## src/rtl/burst_mem_ctrl.sv

```systemverilog
// Cacheline burst controller: turns held read/write burst requests into
// per-beat accesses on a single-port backing RAM with fixed read latency.
module burst_mem_ctrl #(
  parameter int BEATS   = 4,
  parameter int RAM_LAT = 2,
  parameter int RAM_AW  = 10
) (
  input  logic              clk,
  input  logic              rst,
  input  logic [31:0]       mem_address,
  input  logic              mem_read,
  input  logic              mem_write,
  input  logic [63:0]       mem_wdata,
  output logic [63:0]       mem_rdata,
  output logic              mem_resp,
  output logic              ram_en,
  output logic              ram_we,
  output logic [RAM_AW-1:0] ram_addr,
  output logic [63:0]       ram_wdata,
  input  logic [63:0]       ram_rdata,
  output logic              busy
);

  localparam int CW = (BEATS > 1) ? $clog2(BEATS) : 1;
  localparam logic [CW-1:0] LAST_BEAT = CW'(BEATS - 1);

  typedef enum logic [2:0] {IDLE, WR, RD_ISSUE, RD_DRAIN, DONE} state_t;

  state_t             state_reg;
  logic [RAM_AW-1:0]  base_reg;
  logic [CW-1:0]      wbeat_reg;
  logic [CW-1:0]      ibeat_reg;
  logic [CW-1:0]      rbeat_reg;
  logic [RAM_LAT-1:0] vld_reg;

  logic [RAM_AW-1:0]  base_calc;
  logic               rd_strobe;
  logic               vld_out;
  logic               unused_addr_bits;

  // Line index scaled to a word address; the product wraps modulo 2^RAM_AW.
  assign base_calc        = RAM_AW'(mem_address[RAM_AW+2:5]) * RAM_AW'(BEATS);
  assign unused_addr_bits = ^{mem_address[31:RAM_AW+3], mem_address[4:0]};
  assign rd_strobe        = (state_reg == RD_ISSUE);
  assign vld_out          = vld_reg[RAM_LAT-1];
  assign busy             = (state_reg != IDLE);

  // One valid bit per issued read, aligned with ram_rdata at the tail.
  always_ff @(posedge clk or negedge rst) begin
    if (!rst) begin
      vld_reg <= '0;
    end else begin
      vld_reg[0] <= rd_strobe;
      for (int i = 1; i < RAM_LAT; i++) vld_reg[i] <= vld_reg[i-1];
    end
  end

  always_ff @(posedge clk or negedge rst) begin
    if (!rst) begin
      state_reg <= IDLE;
      base_reg  <= '0;
      wbeat_reg <= '0;
      ibeat_reg <= '0;
      rbeat_reg <= '0;
    end else begin
      if (vld_out) rbeat_reg <= (rbeat_reg == LAST_BEAT) ? '0 : rbeat_reg + 1'b1;
      case (state_reg)
        IDLE: begin
          if (mem_read) begin
            base_reg  <= base_calc;
            state_reg <= RD_ISSUE;
          end else if (mem_write) begin
            base_reg  <= base_calc;
            state_reg <= WR;
          end
        end
        WR: begin
          if (wbeat_reg == LAST_BEAT) begin
            wbeat_reg <= '0;
            state_reg <= DONE;
          end else begin
            wbeat_reg <= wbeat_reg + 1'b1;
          end
        end
        RD_ISSUE: begin
          if (ibeat_reg == LAST_BEAT) begin
            ibeat_reg <= '0;
            state_reg <= RD_DRAIN;
          end else begin
            ibeat_reg <= ibeat_reg + 1'b1;
          end
        end
        RD_DRAIN: begin
          // The last read response always lands here, since RAM_LAT >= 1.
          if (vld_out && rbeat_reg == LAST_BEAT) state_reg <= DONE;
        end
        DONE:    state_reg <= IDLE;
        default: state_reg <= IDLE;
      endcase
    end
  end

  // Beat outputs decode from state so beat 0 goes out in the first burst cycle.
  always_comb begin
    ram_en    = 1'b0;
    ram_we    = 1'b0;
    ram_addr  = '0;
    ram_wdata = '0;
    mem_resp  = 1'b0;
    mem_rdata = '0;
    case (state_reg)
      WR: begin
        ram_en    = 1'b1;
        ram_we    = 1'b1;
        ram_addr  = base_reg + RAM_AW'(wbeat_reg);
        ram_wdata = mem_wdata;
        mem_resp  = 1'b1;
      end
      RD_ISSUE: begin
        ram_en   = 1'b1;
        ram_addr = base_reg + RAM_AW'(ibeat_reg);
      end
      default: ;
    endcase
    if (vld_out) begin
      mem_resp  = 1'b1;
      mem_rdata = ram_rdata;
    end
  end

endmodule

```

## config.mk

```make
export PLATFORM = sky130hd
export DESIGN_NAME = burst_mem_ctrl
export DESIGN_NICKNAME = d
export VERILOG_FILES = /design/src/rtl/burst_mem_ctrl.sv
export SDC_FILE = /design/constraint.sdc
export NUM_CORES = 1
export LEC_CHECK = 0
export ABC_AREA = 1
export CAP_MARGIN = 20
export CORE_AREA = 4 4 115 117
export CTS_BUF_LIST = sky130_fd_sc_hd__clkbuf_16
export DETAILED_ROUTE_END_ITERATION = 12
export DIE_AREA = 0 0 119 121
export GPL_ROUTABILITY_DRIVEN = 0
export PLACE_DENSITY_LB_ADDON = 0.3
export SLEW_MARGIN = 20
export SYNTH_ARGS = -nofsm -noshare
export SYNTH_HDL_FRONTEND = slang
export SYNTH_SLANG_ARGS = --single-unit
```

## constraint.sdc

```tcl
create_clock -name clk -period 3.7 [get_ports clk]
set_input_delay 0.74 -clock clk [delete_from_list [all_inputs] [get_ports clk]]
set_output_delay 0.74 -clock clk [all_outputs]
set_load 0.02 [all_outputs]
```

==> results.txt <==
The flow ran to the end, and the final reports show no timing, DRC or antenna violations. The final layout net count is 830. The class of the tightest hold or removal check is reg2reg. The first-pass iteration count of the detailed router came out at 5. The worst setup path is captured at an output port. Timing analysis after detailed placement gives a worst setup slack of 953 ps. The synthesized area per cell came out at 5.30 µm². The top cell types in the final layout, fill and taps aside, are sky130_fd_sc_hd__clkdlybuf4s50_1 (281), sky130_fd_sc_hd__inv_1 (153), sky130_fd_sc_hd__nand2_1 (84).

The leakage dissipation came out at 2.79 nW. The post-cts gate resize count came out at 0. The worst ir drop on vdd is 0.000375 V.

In this run the power spent charging and discharging nets is 0.00154 W. For this run, global-route usage on met1 was measured as 13.7%. The count of different cell masters after synthesis came out at 24. The leading cell type in the layout, fill and taps excluded is sky130_fd_sc_hd__clkdlybuf4s50_1. The region available for standard cell placement spans 12400 µm².

The summed instance area of the synthesized netlist is 2070 µm². The signal on the critical path passes through inv_2 > nand2_4 > buf_4 > nor2_1 > clkdlybuf4s50_1. In the post-route analysis, the smallest setup slack over all paths is 733 ps.

The number of buffers inserted by port buffering is 281. The die is 121 µm tall. The area overhead of the layout relative to synthesis is 146%. The sink count of the clock tree is 19. The TritonCTS buffer count is 3. On the final layout, the worst clock skew is 4.26 ps. From left edge to right edge, the die measures 119 µm. The total negative slack for setup checks is 0 ps.

After detailed routing, the number of vias per cell comes to 3.55. The number of maximum-capacitance violations came out at 0. After global routing, the most crowded layer is met2. The share of cells above drive strength 1 is 4.53%.

The final-report hold violation count came out at 0. The combinational fraction of design power came out at 79.1%. The H-tree depth reported by CTS is 1. STA puts the critical path data arrival time at 2230 ps. The register with the most flip-flops in the layout has 8 of them. The worst pin sits at a relative slew slack of 39.9%.

The average routed wire per standard cell came out at 11.4 µm. The detailed placement HPWL is 8.31 mm. The leftover overflow at the end of global routing is 0. Setup violations remaining at the end of the flow were counted as 0. The count of flip-flops with a built-in enable after synthesis is 0. The area of the die came out at 14400 µm². The top achievable clock speed came out at 337 MHz. In this run the deepest clock path goes through 2 buffers. After detailed routing, the number of remaining DRC violations is 0. Setup repair after global routing left no endpoint under its margin. The met3 capacity usage during global routing is 2.98%. The pin count of the biggest net entering global routing came out at 42.

For the pin with the worst max-slew slack, the measured transition is 899 ps. By area the synthesized netlist is led by sky130_fd_sc_hd__inv_1 (28%), sky130_fd_sc_hd__dfrtp_1 (23%), sky130_fd_sc_hd__nand2_1 (15%). The count of antenna diodes in the layout is 0.

Dividing total power by cell area gives a power density of 612 nW/µm². In this run the clock root is driven by a sky130_fd_sc_hd__clkbuf_16. The detailed router finished its first iteration with 90 violations.

The post-synthesis instance total is 391. The cell type of the slowest stage on the worst timing path is sky130_fd_sc_hd__clkdlybuf4s50_1. In this run the worst path has a maximum fanout of 38.

The number of antenna-violating nets in the routed design came out at 0. The initial antenna violation count came out at 0. TritonCTS built the clock tree. The number of global-route vias before repair is 2844. The total number of placement rows is 41.

The initial utilization of the core area, before any placement, comes to 16.8%. The share of flip-flops with an asynchronous set or reset after synthesis is 100%. The clock-pin slew reported for the worst setup and hold paths after clock tree synthesis is 60 ps. The I/O pin total is 306.

The internal power contribution is 0.00158 W. The share of total power consumed by net switching is 49.4%. STA classifies the critical path startpoint as a flop. The final-report max-slew violation count is 0.

The global routing usage summed across all routing layers came out at 11.9%. The top-area cell type share of the netlist area is 27.7%. In this run, synthesis produced a sequential element count of 19. The minimum clock period after layout is 2970 ps. The final critical path takes up 80.2% of the cycle. The total wire length is 9.48 mm. The overall via count from detail_route came out at 2960. Yosys printed 0 warnings. The clock group share of total power came out at 7.4%. The delay of the slowest critical-path stage came out at 580 ps. The first-pass GRT wire length came out at 14.2 mm. The setup path with the least slack is of type reg2out. In the global route stage, met2 resource usage came out at 22.5%. The cell taking the most area after synthesis is sky130_fd_sc_hd__inv_1. The latest clock arrival within the worst-skew pair is 250 ps. In the synthesized netlist the dominant register cell turns out to be sky130_fd_sc_hd__dfrtp_1. Registers are responsible for 13.5% of the overall power. The required time at the worst-slack endpoint is 2960 ps. After clock tree synthesis, the setup repair step added 0 buffers. Buffers inserted to repair hold after CTS numbered 0. The post-synthesis net count is 558. The share of synthesized area occupied by flip-flops and latches came out at 22.9%.
[critical path: cells and delay by family (launching register included)]
family,cells,cell delay (ps)
buffers and inverters,3,1120
and+or+nand+nor,2,390
DFF,1,460
[Yosys cell counts, drive strengths merged, types with 3 or more instances]
cell and n:
o21ai 10, ha 3, a21oi 6, inv 158, buf 13, dfrtp 19, nand3 3, nor2 83
clkbuf 3, nand2 88
[area by class of cell]
cell class	count	area [µm²]
clock buffers	3	75.1
clock inverters	1	7.51
fillers	1285	7260
inverters	158	593
multi-input cells	198	900
flip-flops and latches	19	477
well taps	172	215
repair buffers	283	2840
[stage by stage]
stage | power (W) | cells | hold WS, ps | cell area [µm²] | util (%)
global route | 0.00335 | 834 | 359 | 5110 | 41.3
CTS | 0.00316 | 834 | 354 | 5110 | 41.3
global placement | 0.00289 | 830 | 337 | 5020 | 40.6
floorplan | 0.00178 | 391 | 331 | 2070 | -
finish | 0.00313 | 834 | 350 | 5110 | 41.3
detailed placement | 0.00292 | 830 | 340 | 5020 | 40.6
[layer usage]
metal | wire [µm] | up-vias
li1 | - | 1569
met1 | 3790 | 1239
met2 | 4840 | 146
met3 | 763 | 6
met4 | 91 | 0
met5 | 0 | -
[path summary, 6_finish.rpt]
path                               from       endpoint  slack [ps]  cells past startpoint
max                        state_reg[1]  ram_wdata[13]         730                      5
min                          vld_reg[0]     vld_reg[1]         350                      0
max reg2reg                state_reg[1]   wbeat_reg[1]        2400                      5
min reg2reg                  vld_reg[0]     vld_reg[1]         350                      0
max in group asynchronous           rst     vld_reg[1]        2100                      1
min in group asynchronous           rst    base_reg[5]         990                      1
[cell families (layout without fill, tap and decap cells)]
kind of cell / Yosys count / count (layout) / synth area share [%]
fa+ha+maj: 3 / 3 / 1.81
compound gates: 18 / 18 / 6.52
simple gates: 176 / 176 / 34.5
buf+inv: 174 / 445 / 33.6
mux: 1 / 1 / 0.543
flops: 19 / 19 / 22.9
[power by group through the flow]
stage          clock (W)  sequential, W  combinational (W)
2_1_floorplan          0       0.000369            0.00141
3_5_place_dp           0       0.000425            0.00250
3_3_place_gp           0       0.000417            0.00248
5_1_grt         0.000241       0.000440            0.00267
4_1_cts         0.000235       0.000422            0.00251
6_report        0.000232       0.000421            0.00247
No activity file was read; power rests on OpenSTA's default activity.
